==> config.mk <==
export PLATFORM = sky130hd
export DESIGN_NAME = ibex_ex_fu_dispatch_flat
export DESIGN_NICKNAME = d
export VERILOG_FILES = /design/src/rtl/ibex_ex_fu_dispatch_if.sv /design/src/rtl/ibex_ex_fu_dispatch.sv /design/src/flat_wrapper.sv
export SDC_FILE = /design/constraint.sdc
export NUM_CORES = 1
export LEC_CHECK = 0
export ABC_AREA = 1
export ABC_CLOCK_PERIOD_IN_PS = 3800
export CAP_MARGIN = 20
export CORE_AREA = 2 2 145 147
export DETAILED_ROUTE_END_ITERATION = 12
export DIE_AREA = 0 0 147 149
export DONT_BUFFER_PORTS = 1
export GPL_TIMING_DRIVEN = 0
export PLACE_DENSITY = 0.38
export SYNTH_ARGS = -nofsm -noshare
export SYNTH_HDL_FRONTEND = slang
export SYNTH_SLANG_ARGS = --single-unit
==> constraint.sdc <==
create_clock -name clk_i -period 3.8 [get_ports clk_i]
set_clock_uncertainty 0.15 [all_clocks]
set_input_delay 0.19 -clock clk_i [delete_from_list [all_inputs] [get_ports clk_i]]
set_output_delay 0.19 -clock clk_i [all_outputs]
set_load 0.02 [all_outputs]
==> src/rtl/ibex_ex_fu_dispatch_if.sv <==
// Handshake bundle between the execute-stage issue logic, the functional
// units and the ibex_ex_fu_dispatch block. Signal suffixes (_i/_o) are
// given from the dispatcher's point of view. The dispatcher connects via
// the slave modport; the environment (issue logic, units, consumer)
// connects via the master modport.
interface ibex_ex_fu_dispatch_if #(
    parameter int unsigned NumUnits = 3,
    parameter int unsigned Width    = 32,
    parameter int unsigned NumOps   = 3,
    parameter int unsigned StatusW  = 5
);
    localparam int unsigned UnitIdW = $clog2(NumUnits + 1);

    // Request from the issue logic
    logic                        req_valid_i;
    logic                        req_ready_o;
    logic [UnitIdW-1:0]          req_unit_i;
    logic [NumOps*Width-1:0]     req_operands_i;

    // Issue towards the units
    logic [NumUnits-1:0]         fu_valid_o;
    logic [NumUnits-1:0]         fu_ready_i;
    logic [NumOps*Width-1:0]     fu_operands_o;

    // Results coming back from the units
    logic [NumUnits-1:0]         fu_valid_i;
    logic [NumUnits-1:0]         fu_ready_o;
    logic [NumUnits*Width-1:0]   fu_result_i;
    logic [NumUnits*StatusW-1:0] fu_status_i;

    // In-order response to the consumer
    logic                        rsp_valid_o;
    logic                        rsp_ready_i;
    logic [Width-1:0]            rsp_result_o;
    logic [UnitIdW-1:0]          rsp_unit_o;
    logic                        rsp_err_o;

    modport slave (
        input  req_valid_i, req_unit_i, req_operands_i,
        input  fu_ready_i, fu_valid_i, fu_result_i, fu_status_i,
        input  rsp_ready_i,
        output req_ready_o, fu_valid_o, fu_operands_o, fu_ready_o,
        output rsp_valid_o, rsp_result_o, rsp_unit_o, rsp_err_o
    );

    modport master (
        output req_valid_i, req_unit_i, req_operands_i,
        output fu_ready_i, fu_valid_i, fu_result_i, fu_status_i,
        output rsp_ready_i,
        input  req_ready_o, fu_valid_o, fu_operands_o, fu_ready_o,
        input  rsp_valid_o, rsp_result_o, rsp_unit_o, rsp_err_o
    );
endinterface

==> src/rtl/ibex_ex_fu_dispatch.sv <==
// Generic in-order dispatcher between the execute stage and NumUnits
// multi-cycle functional units. Requests are steered to one unit, their
// unit IDs are remembered in an in-order FIFO, and results are returned
// strictly in issue order through a registered response stage.
// Requests for an unknown unit ID are accepted and answered with an error
// response (result 0) without involving any unit.
// Optional feature: define IBEX_EX_DISPATCH_STATUS_EN to build the sticky
// status_o accumulator; otherwise status_o is tied to zero.
module ibex_ex_fu_dispatch #(
    parameter int unsigned NumUnits = 3,
    parameter int unsigned Width    = 32,
    parameter int unsigned NumOps   = 3,
    parameter int unsigned Depth    = 4,
    parameter int unsigned StatusW  = 5
) (
    input  logic                         clk_i,
    input  logic                         rst_i,
    ibex_ex_fu_dispatch_if.slave         bus,
    output logic                         fu_flush_o,
    input  logic                         flush_i,
    output logic [StatusW-1:0]           status_o,
    input  logic                         status_clr_i,
    output logic [$clog2(Depth+1)-1:0]   outstanding_o,
    output logic                         busy_o
);
    localparam int unsigned UnitIdW = $clog2(NumUnits + 1);
    localparam int unsigned CntW    = $clog2(Depth + 1);
    localparam int unsigned PtrW    = $clog2(Depth);

    typedef struct packed {
        logic               err;
        logic [UnitIdW-1:0] unit;
    } entry_t;

    entry_t                  fifo_q [Depth];
    logic [PtrW-1:0]         wr_ptr_q, rd_ptr_q;
    logic [CntW-1:0]         count_q;
    logic                    rsp_valid_q;
    logic [Width-1:0]        rsp_result_q;
    logic [UnitIdW-1:0]      rsp_unit_q;
    logic                    rsp_err_q;

    logic                    full, empty, can_issue;
    logic                    req_id_ok, req_unit_rdy, push;
    logic                    out_free, pop_ok, head_done, pop;
    entry_t                  head;
    logic [Width-1:0]        head_result;
    logic [StatusW-1:0]      head_status;
    logic [NumOps*Width-1:0] operands;

    assign full      = (count_q == CntW'(Depth));
    assign empty     = (count_q == '0);
    assign can_issue = !full && !flush_i;
    assign head      = fifo_q[rd_ptr_q];
    assign out_free  = !rsp_valid_q || bus.rsp_ready_i;
    assign pop_ok    = !empty && out_free && !flush_i;
    assign pop       = pop_ok && head_done;

    assign operands          = bus.req_operands_i;
    assign bus.fu_operands_o = operands;
    assign fu_flush_o        = flush_i;

    // Issue path: decode the target unit and gate by FIFO space and flush.
    always_comb begin
        // NOTE: every output of a combinational block gets a default first so no latch is inferred.
        req_id_ok      = 1'b0;
        req_unit_rdy   = 1'b1;
        bus.fu_valid_o = '0;
        for (int u = 0; u < NumUnits; u++) begin
            if (bus.req_unit_i == UnitIdW'(u)) begin
                req_id_ok         = 1'b1;
                req_unit_rdy      = bus.fu_ready_i[u];
                bus.fu_valid_o[u] = bus.req_valid_i && can_issue;
            end
        end
    end

    assign bus.req_ready_o = can_issue && req_unit_rdy;
    assign push            = bus.req_valid_i && bus.req_ready_o;

    // Return path: only the unit owning the oldest entry is offered fu_ready_o.
    always_comb begin
        head_done      = head.err;
        head_result    = '0;
        head_status    = '0;
        bus.fu_ready_o = '0;
        for (int u = 0; u < NumUnits; u++) begin
            if (!head.err && head.unit == UnitIdW'(u)) begin
                head_done         = bus.fu_valid_i[u];
                head_result       = bus.fu_result_i[u*Width +: Width];
                head_status       = bus.fu_status_i[u*StatusW +: StatusW];
                bus.fu_ready_o[u] = pop_ok;
            end
        end
    end

    // In-order ID storage; occupancy and pointers alone define which entries are live.
    always_ff @(posedge clk_i) begin
        // NOTE: payload storage has no reset; clearing the pointers is enough to empty the FIFO.
        if (push) begin
            fifo_q[wr_ptr_q] <= '{err: !req_id_ok, unit: bus.req_unit_i};
        end
    end

    // Pointers, occupancy and response register; reset and flush drop all work.
    always_ff @(posedge clk_i) begin
        // NOTE: sequential state uses non-blocking assignments so all registers see pre-edge values.
        if (rst_i || flush_i) begin
            wr_ptr_q     <= '0;
            rd_ptr_q     <= '0;
            count_q      <= '0;
            rsp_valid_q  <= 1'b0;
            rsp_result_q <= '0;
            rsp_unit_q   <= '0;
            rsp_err_q    <= 1'b0;
        end else begin
            if (push) wr_ptr_q <= wr_ptr_q + 1'b1;
            if (pop)  rd_ptr_q <= rd_ptr_q + 1'b1;
            count_q <= count_q + CntW'(push) - CntW'(pop);
            if (pop) begin
                rsp_valid_q  <= 1'b1;
                rsp_result_q <= head_result;
                rsp_unit_q   <= head.unit;
                rsp_err_q    <= head.err;
            end else if (bus.rsp_ready_i) begin
                rsp_valid_q  <= 1'b0;
            end
        end
    end

    assign bus.rsp_valid_o  = rsp_valid_q;
    assign bus.rsp_result_o = rsp_result_q;
    assign bus.rsp_unit_o   = rsp_unit_q;
    assign bus.rsp_err_o    = rsp_err_q;
    assign outstanding_o    = count_q;
    assign busy_o           = !empty || rsp_valid_q;

`ifdef IBEX_EX_DISPATCH_STATUS_EN
    logic [StatusW-1:0] status_q;

    // Sticky OR of the status of every loaded response; clear wins over accumulation.
    always_ff @(posedge clk_i) begin
        if (rst_i) begin
            status_q <= '0;
        end else if (status_clr_i) begin
            status_q <= '0;
        end else if (pop) begin
            status_q <= status_q | head_status;
        end
    end

    assign status_o = status_q;
`else
    logic unused_status;
    assign unused_status = ^{status_clr_i, head_status};
    assign status_o      = '0;
`endif
endmodule

==> src/flat_wrapper.sv <==
// flat-port wrapper written by rule: the top's interface ports become plain ports
module ibex_ex_fu_dispatch_flat 
#(
    parameter int unsigned NumUnits = 3,
    parameter int unsigned Width    = 32,
    parameter int unsigned NumOps   = 3,
    parameter int unsigned Depth    = 4,
    parameter int unsigned StatusW  = 5
)
  (clk_i, rst_i, fu_flush_o, flush_i, status_o, status_clr_i, outstanding_o, busy_o, bus_req_valid_i, bus_req_unit_i, bus_req_operands_i, bus_fu_ready_i, bus_fu_valid_i, bus_fu_result_i, bus_fu_status_i, bus_rsp_ready_i, bus_req_ready_o, bus_fu_valid_o, bus_fu_operands_o, bus_fu_ready_o, bus_rsp_valid_o, bus_rsp_result_o, bus_rsp_unit_o, bus_rsp_err_o);
  ibex_ex_fu_dispatch_if #(.NumUnits(NumUnits), .Width(Width), .NumOps(NumOps), .StatusW(StatusW)) bus_i ();
  input  logic clk_i;
  input  logic rst_i;
  output logic fu_flush_o;
  input  logic flush_i;
  output logic [StatusW-1:0] status_o;
  input  logic status_clr_i;
  output logic [$clog2(Depth+1)-1:0] outstanding_o;
  output logic busy_o;
  input wire logic [$bits(bus_i.req_valid_i)-1:0] bus_req_valid_i;
  input wire logic [$bits(bus_i.req_unit_i)-1:0] bus_req_unit_i;
  input wire logic [$bits(bus_i.req_operands_i)-1:0] bus_req_operands_i;
  input wire logic [$bits(bus_i.fu_ready_i)-1:0] bus_fu_ready_i;
  input wire logic [$bits(bus_i.fu_valid_i)-1:0] bus_fu_valid_i;
  input wire logic [$bits(bus_i.fu_result_i)-1:0] bus_fu_result_i;
  input wire logic [$bits(bus_i.fu_status_i)-1:0] bus_fu_status_i;
  input wire logic [$bits(bus_i.rsp_ready_i)-1:0] bus_rsp_ready_i;
  output wire logic [$bits(bus_i.req_ready_o)-1:0] bus_req_ready_o;
  output wire logic [$bits(bus_i.fu_valid_o)-1:0] bus_fu_valid_o;
  output wire logic [$bits(bus_i.fu_operands_o)-1:0] bus_fu_operands_o;
  output wire logic [$bits(bus_i.fu_ready_o)-1:0] bus_fu_ready_o;
  output wire logic [$bits(bus_i.rsp_valid_o)-1:0] bus_rsp_valid_o;
  output wire logic [$bits(bus_i.rsp_result_o)-1:0] bus_rsp_result_o;
  output wire logic [$bits(bus_i.rsp_unit_o)-1:0] bus_rsp_unit_o;
  output wire logic [$bits(bus_i.rsp_err_o)-1:0] bus_rsp_err_o;
  assign bus_i.req_valid_i = bus_req_valid_i;
  assign bus_i.req_unit_i = bus_req_unit_i;
  assign bus_i.req_operands_i = bus_req_operands_i;
  assign bus_i.fu_ready_i = bus_fu_ready_i;
  assign bus_i.fu_valid_i = bus_fu_valid_i;
  assign bus_i.fu_result_i = bus_fu_result_i;
  assign bus_i.fu_status_i = bus_fu_status_i;
  assign bus_i.rsp_ready_i = bus_rsp_ready_i;
  assign bus_req_ready_o = bus_i.req_ready_o;
  assign bus_fu_valid_o = bus_i.fu_valid_o;
  assign bus_fu_operands_o = bus_i.fu_operands_o;
  assign bus_fu_ready_o = bus_i.fu_ready_o;
  assign bus_rsp_valid_o = bus_i.rsp_valid_o;
  assign bus_rsp_result_o = bus_i.rsp_result_o;
  assign bus_rsp_unit_o = bus_i.rsp_unit_o;
  assign bus_rsp_err_o = bus_i.rsp_err_o;
  ibex_ex_fu_dispatch #(.NumUnits(NumUnits), .Width(Width), .NumOps(NumOps), .Depth(Depth), .StatusW(StatusW)) u_core (.clk_i(clk_i), .rst_i(rst_i), .bus(bus_i), .fu_flush_o(fu_flush_o), .flush_i(flush_i), .status_o(status_o), .status_clr_i(status_clr_i), .outstanding_o(outstanding_o), .busy_o(busy_o));
endmodule
**Word level (Yosys, flattened, before mapping)**

Memory sizes are Yosys's and may differ from the RTL's. A register that Yosys moved wholly into a read port is not among the register bits.
Index checks and enable logic that the tools add are counted.

- Bits in registers: 43
- Output and inout bits: 149
- Input bits: 221
- RAM bits: 12
- Memories kept: 1

Memory list:

| name | depth | bits a word | rd ports | clocked after memory_dff | wr ports | line | source |
|---|---|---|---|---|---|---|---|
| u_core.fifo_q | 4 | 3 | 1 | 1 | 1 | ibex_ex_fu_dispatch.sv:35 | `entry_t fifo_q [Depth];` |

- $add $sub $neg: 4
- Eq/ne operators: 5
- Muxes and demuxes: 24
- Reductions and logical operators: 23

Operators with widths:

| cell | count |
|---|---|
| $mux 32 | 3 |
| $mux 1 | 19 |
| $logic_and 1x1->1 | 10 |
| $logic_not 1->1 | 6 |
| $add 2x1->2 const B | 2 |
| $eq 2x1->1 const B | 2 |
| $eq 2x2->1 const B | 2 |
| $logic_not 2->1 | 2 |
| $mux 2 | 2 |
| $add 3x1->3 | 1 |
| $eq 3x3->1 const B | 1 |
| $logic_not 3->1 | 1 |
| $logic_or 1x1->1 | 3 |
| $sub 3x1->3 | 1 |
| $reduce_bool 2->1 | 1 |

**Depth between registers and ports, before layout**

Gate-level depths: netlist of the first run.

- Depth in word-level cells: 8
- Mapped depth: 19
- Gate-level depth less buffers: 18

**Least setup slack after synthesis of the first run**

Ideal clock, no wire load.

- Kind: flip-flop to flip-flop
- Start point: register (tool-made name)
- End point: register u_core.count_q[2], in the netlist u_core.outstanding_o[2]
- Slack: 1.130 ns
- Arrival time: 2.385 ns
- Required time: 3.515 ns
- Cell stages (with the launch flop): 20
- Cells stage by stage: dfxtp_1 > inv_2 > nand2_1 > nand3_1 > nand2_1 > buf_6 > nand2_1 > nand2_1 > nand2_1 > nand3_2 > nand2_4 > inv_1 > ha_1 > inv_1 > ha_1 > inv_1 > fa_1 > xor2_1 > o21ai_0 > a21oi_1

RTL lines:

| item | line | source |
|---|---|---|
| end signal, assigned | ibex_ex_fu_dispatch.sv:119 | `count_q <= count_q + CntW'(push) - CntW'(pop);` |
| end, declared | ibex_ex_fu_dispatch.sv:37 | `logic [CntW-1:0] count_q;` |

==> impl_metrics.json, run 1 <==
{
  "yosys_register_bits": 57,
  "met3_usage": 0.0492,
  "powerDensity_mw_per_mm2": 367,
  "critPathCaptureType": "flop",
  "slew_headroom": 0.445,
  "setup_violations": 0,
  "grt_pass1_wl_microns": 21500,
  "grt_busiest_layer": "met2",
  "fmax_mhz": 309,
  "synth_seq_area_share": 0.303,
  "switchingPower_w": 0.000568,
  "clockRootBuffer": "clkbuf_16",
  "post-route-period-util": 0.853,
  "async_reset_ff_frac": 0,
  "grt_pass1_vias": 3686,
  "tns_ns": 0,
  "grt-ovfl-total": 0,
  "tritoncts": "yes",
  "ant_nets": 0,
  "outcome": "finished clean",
  "cts_buffer_depth": 2,
  "hold_path_class": "in2reg",
  "path_clk_slew_ns": 0.06,
  "fin_util": 0.245,
  "cp.required_ns": 3.86,
  "io_pins": 370,
  "drt_first_pass_iters": 4,
  "rr_worst_depth": 18,
  "port_buffers": 0,
  "die_y_microns": 149,
  "seq_power_share": 0.346,
  "drc": 0,
  "cts_resized": 0,
  "endpoint": "u_core.outstanding_o[2]",
  "avgRoutedWirePerCell_microns": 15.9,
  "startpoint_type": "flop",
  "swShare": 0.308,
  "synth_cells": 630,
  "power_frac_comb": 0.202,
  "power.leakage_nw": 2.33,
  "die_width_microns": 147,
  "critPathKind": "reg2reg",
  "clock_sinks": 57,
  "synth-edff-count": 12,
  "rows": 53,
  "syn_avg_cell_area_sq_um": 6.60,
  "synth-main-ff-cell": "dfxtp_1",
  "period_minus_slack_ns": 3.24,
  "stdcell_count": 946,
  "slew_violations": 0,
  "initial_core_util": 0.202,
  "layout.nets": 894,
  "p_int_w": 0.00128,
  "vias": 3873,
  "hpwlAfterDp_microns": 11900,
  "use_met1": 0.145,
  "grt_use_met2": 0.238,
  "vdd_drop_max_mv": 0.194,
  "holdWs_ns": 0.0172,
  "layout-drive-gt1-share": 0.221,
  "first_iter_violations": 161,
  "worst_pin_slew_ns": 0.827,
  "die_area_sq_mm": 0.0219,
  "dp.cells": 909,
  "grt.total_usage": 0.132,
  "r2r_end": "u_core.outstanding_o[2]",
  "cts_made_buffers": 9,
  "critPathMaxFanout": 9,
  "routed_via_density": 4.09,
  "gp_congestion": 0.709,
  "hold_viol": 0,
  "grt_max_degree": 13,
  "htree_levels": 3,
  "yosysWarnings": 0,
  "fillers": 2358,
  "ys_types": 28,
  "rrSetupSlack_ns": 0.56,
  "rsz0062_at_grt": "no",
  "p_clk_frac": 0.453,
  "area_growth_pct": 21.0,
  "core_sq_mm": 0.0206,
  "worst_skew_pair.late_latency_ns": 0.34,
  "cap_viol_max_count": 0,
  "p_total_w": 0.00185,
  "cp.arrival_ns": 3.30,
  "antenna_found_initial": 0,
  "netlist_area_sq_mm": 0.00416,
  "routed_wl_microns": 15000,
  "antenna_cells": 0
}
-- state kept, by name, indices dropped and copies added, names as in the netlist, named ones only --
name                     count
u_core.bus.rsp_err_o         1
u_core.bus.rsp_result_o     32
u_core.bus.rsp_unit_o        2
u_core.bus.rsp_valid_o       1
u_core.fifo_q               12
u_core.outstanding_o         3
u_core.rd_ptr_q              2
u_core.wr_ptr_q              2
-- power groups by stage --
stage	sequential [W]	combinational (W)	clock (W)
global placement	0.000652	0.000358	0
CTS	0.000638	0.000378	0.000864
global route	0.000639	0.000408	0.000891
detailed placement	0.000652	0.000358	0
floorplan	0.000649	0.000294	0
finish	0.000638	0.000372	0.000835
-- cells in the final DEF, fill, tap and decap left out, types with 2 or more instances in the layout --
| cell | count |
|---|---|
| conb_1 | 5 |
| nand2_2 | 2 |
| nand2_1 | 167 |
| buf_4 | 103 |
| clkbuf_16 | 9 |
| nand4_1 | 26 |
| clkinv_4 | 2 |
| buf_6 | 3 |
| nand3_1 | 39 |
| dfxtp_1 | 45 |
| clkbuf_1 | 13 |
| inv_1 | 58 |
| inv_6 | 2 |
| o21ai_0 | 10 |
| edfxtp_1 | 12 |
| ha_1 | 6 |
| inv_2 | 4 |
| nand2_4 | 2 |
| nor3_1 | 5 |
| a21oi_1 | 30 |
| nor2_1 | 64 |
| dlygate4sd3_1 | 21 |
| o21ai_1 | 17 |
| buf_2 | 15 |
-- metal layers --
| metal | up-vias | part of all wire |
|---|---|---|
| met2 | 202 | 0.50 |
| met5 | - | 0 |
| met1 | 1706 | 0.39 |
| li1 | 1955 | - |
| met4 | 0 | 0.012 |
| met3 | 10 | 0.095 |
-- Yosys cell counts, types with 2 or more instances --
master      n  area, sq um
nor2_1     64          240
a21oi_1    30          150
inv_1      58          218
nand2_2     2         12.5
nor3_1      5         25.0
nand2_4     2         22.5
inv_2       4         15.0
buf_6       3         33.8
nand3_1    39          195
edfxtp_1   12          360
o21ai_1    17         85.1
o21ai_0    10         50.1
ha_1        6         75.1
buf_4     103          773
dfxtp_1    45          901
nand2_1   167          627
nand4_1    26          163
buf_2      15         75.1
clkbuf_1   13         48.8
-- per-stage QoR --
step,setup slack [ns],instance area (sq um)
2_1_floorplan,1.13,4170
3_3_place_gp,0.550,4520
3_5_place_dp,0.503,4520
4_1_cts,0.487,5030
5_1_grt,0.241,5030
6_report,0.559,5030
-- cell families (layout without fill, tap and decap cells) --
| family | Yosys count | after routing | synth area share |
|---|---|---|---|
| buffers and inverters | 196 | 233 | 0.280 |
| flip-flops | 57 | 57 | 0.303 |
| other | 1 | 5 | 0.000902 |
| XOR/XNOR | 1 | 1 | 0.00211 |
| AND/OR/NAND/NOR | 309 | 309 | 0.318 |
| AO/OA/AOI/OAI | 59 | 59 | 0.0722 |
| adder cells (fa/ha/maj) | 7 | 7 | 0.0229 |
-- final cells by class --
cell class                 instances  area, sq um  area share
buffer                           134          931       0.185
clock buffer                       9          225      0.0448
clock inverter                     7         77.6      0.0154
inverter                          62          233      0.0463
multi-input combinational        381         1750       0.347
sequential                        57         1260       0.251
tap                              275          344      0.0684
timing repair buffer              21          210      0.0418
-- how the worst min path moves through the flow --
stage	startpoint	to	slack, ns	depth (start not counted)
after floorplan	bus_req_unit_i[0]	u_core.fifo_q[0][0]	0.14	0
after global placement	bus_req_unit_i[1]	u_core.fifo_q[1][1]	0.14	0
after detailed placement	bus_req_unit_i[1]	u_core.fifo_q[1][1]	0.14	0
after CTS	bus_fu_result_i[67]	u_core.bus.rsp_result_o[3]	0.003	6
after global routing	bus_fu_result_i[65]	u_core.bus.rsp_result_o[1]	0.03	6
final	bus_fu_result_i[67]	u_core.bus.rsp_result_o[3]	0.02	6
-- timing repair --
item,in CTS,in global routing
hold buffers,21,0
buffers inserted,0,0
hold endpoints to repair,22,0
-- critical path, cell delays in order, from the launching register on --
cell     delay (ns)
dfxtp_1        0.37
inv_2          0.13
nand2_1        0.06
nand3_1        0.09
nand2_2        0.10
inv_2          0.20
nand2_1        0.17
nand2_1        0.12
nand3_2        0.21
nand2_4        0.18
inv_1          0.08
ha_1           0.27
inv_1          0.05
ha_1           0.13
inv_1          0.05
fa_1           0.37
xor2_1         0.16
o21ai_0        0.16
a21oi_1        0.06
No activity file was read; power rests on OpenSTA's default activity.
==> inputs of run 2 (changes only) <==
--- a/config.mk
+++ b/config.mk
@@ -14,6 +14,8 @@
 export DONT_BUFFER_PORTS = 1
 export GPL_TIMING_DRIVEN = 0
 export PLACE_DENSITY = 0.38
+export RECOVER_POWER = 50
 export SYNTH_ARGS = -nofsm -noshare
 export SYNTH_HDL_FRONTEND = slang
 export SYNTH_SLANG_ARGS = --single-unit
+export TNS_END_PERCENT = 10
==> run 2 against run 1 <==
Net effect:
- final cell count did not move
- combinational power fell by 12%
- critical path depth did not move
- worst setup slack improved by 0.0010 ns
- sequential cell count did not move
- clock-buffer cell count did not move
- via count fell by 0.10%
- sequential power barely moved
- non-clock buffer count did not move
- power fell by 2.4%
- worst hold slack barely moved
- maximum frequency barely moved
- critical path type unchanged
- critical endpoint unchanged
- largest cell class unchanged
==> impl_metrics.json, run 2 (synthesized netlist as in run 1, its figures left out) <==
{
  "holdWs_ns": 0.0170,
  "antenna_found_initial": 0,
  "ant_nets": 0,
  "post-route-period-util": 0.853,
  "cap_viol_max_count": 0,
  "setup_violations": 0,
  "holdPathStages": 6,
  "first_iter_violations": 146,
  "swShare": 0.316,
  "hpwlAfterDp_microns": 11900,
  "rows": 53,
  "slew_headroom": 0.445,
  "fillers": 2476,
  "rr_worst_depth": 18,
  "layout_commonest_cell": "nand2_1",
  "layout-drive-gt1-share": 0.0760,
  "clock_sinks": 57,
  "die_area_sq_mm": 0.0219,
  "core_sq_mm": 0.0206,
  "grt_max_degree": 13,
  "fmax_mhz": 309,
  "drt-met1-wl_microns": 5940,
  "design_area_sq_mm": 0.00466,
  "layout.nets": 894,
  "port_buffers": 0,
  "highest-signal-layer": "met4",
  "grt.total_usage": 0.132,
  "power_frac_comb": 0.182,
  "clockRootBuffer": "clkbuf_16",
  "cts_made_buffers": 9,
  "critPathMaxFanout": 9,
  "die_width_microns": 147,
  "rsz0062_at_grt": "no",
  "tritoncts": "yes",
  "gp_congestion": 0.709,
  "seq_power_share": 0.354,
  "largest_reg_flops": 32,
  "wl_met2_microns": 7510,
  "startpoint_type": "flop",
  "grt_pass1_wl_microns": 21500,
  "fin_util": 0.227,
  "grt-ovfl-total": 0,
  "outcome": "finished clean",
  "grt_pass1_vias": 3686,
  "hold_path_class": "in2reg",
  "cts_buffer_depth": 2,
  "switchingPower_w": 0.000568,
  "tns_ns": 0,
  "avgRoutedWirePerCell_microns": 15.9,
  "routed-wl-met3_microns": 1380,
  "initial_core_util": 0.202,
  "cts_resized": 0,
  "period_minus_slack_ns": 3.24,
  "vdd_drop_max_mv": 0.194,
  "cp.required_ns": 3.86,
  "drt_first_pass_iters": 4,
  "path_clk_slew_ns": 0.06,
  "vias": 3869,
  "layout_setup_ws_ns": 0.560,
  "antenna_cells": 0,
  "hold_viol": 0,
  "final_cell_mix": "nand2_1, clkbuf_1, nor2_1",
  "io_pins": 370,
  "power.leakage_nw": 1.98,
  "dp_slack_ns": 0.503,
  "powerDensity_mw_per_mm2": 386,
  "area_growth_pct": 12.2,
  "critPathCaptureType": "flop",
  "critPathKind": "reg2reg",
  "p_clk_frac": 0.464,
  "htree_levels": 3,
  "p_int_w": 0.00123,
  "worst_pin_slew_ns": 0.827,
  "die_y_microns": 149,
  "drc": 0,
  "placed_area_sq_mm": 0.00452,
  "routed_via_density": 4.09,
  "routed_wl_microns": 15000,
  "worst_skew_pair.late_latency_ns": 0.34,
  "slew_violations": 0,
  "cp.arrival_ns": 3.30
}
run 2: metrics by stage:
stage                     cells  power (W)
after floorplan             634   0.000943
after global placement      909    0.00101
after detailed placement    909    0.00101
after CTS                   946    0.00188
after global routing        946    0.00189
final                       946    0.00180
run 2: metal layers:
| layer | track usage | up-vias |
|---|---|---|
| li1 | - | 1956 |
| met1 | 0.145 | 1702 |
| met2 | 0.238 | 200 |
| met3 | 0.0492 | 11 |
| met4 | 0.0356 | 0 |
| met5 | 0 | - |
run 2: worst max-delay path: stages, from the launching register on:
cell and delay (ns):
dfxtp_1 0.37, inv_2 0.13, nand2_1 0.06, nand3_1 0.09, nand2_2 0.10, inv_2 0.20, nand2_1 0.17, nand2_1 0.12
nand3_2 0.21, nand2_4 0.18, inv_1 0.08, ha_1 0.27, inv_1 0.05, ha_1 0.13, inv_1 0.05, fa_1 0.37
xor2_1 0.16, o21ai_0 0.16, a21oi_1 0.06
run 2: final timing paths:
kind / start / endpoint / slack [ns]
setup / recovery: flop / u_core.outstanding_o[2] / 0.56
hold / removal: bus_fu_result_i[67] / u_core.bus.rsp_result_o[3] / 0.02
setup reg to reg: flop / u_core.outstanding_o[2] / 0.56
hold reg to reg: u_core.rd_ptr_q[0] / u_core.rd_ptr_q[0] / 0.32
run 2: power groups by stage:
stage | Sequential (W) | Combinational [W] | Clock [W]
after CTS | 0.000638 | 0.000378 | 0.000864
after global placement | 0.000652 | 0.000358 | 0
after detailed placement | 0.000652 | 0.000358 | 0
after global routing | 0.000639 | 0.000363 | 0.000891
after floorplan | 0.000649 | 0.000294 | 0
final | 0.000638 | 0.000328 | 0.000835
run 2: timing repair:
item | 4_1_cts | 5_1_grt
hold buffers | 21 | 0
buffers inserted | 0 | 0
hold endpoints to repair | 22 | 0
run 2: area by class of cell:
class,count,area (sq um),share of cell area
plain buffers,134,567,0.122
clock buffers,9,225,0.0483
clock inverters,7,77.6,0.0166
inverters,62,233,0.0499
multi-input cells,381,1750,0.374
flip-flops and latches,57,1260,0.270
well taps,275,344,0.0738
repair buffers,21,210,0.0451
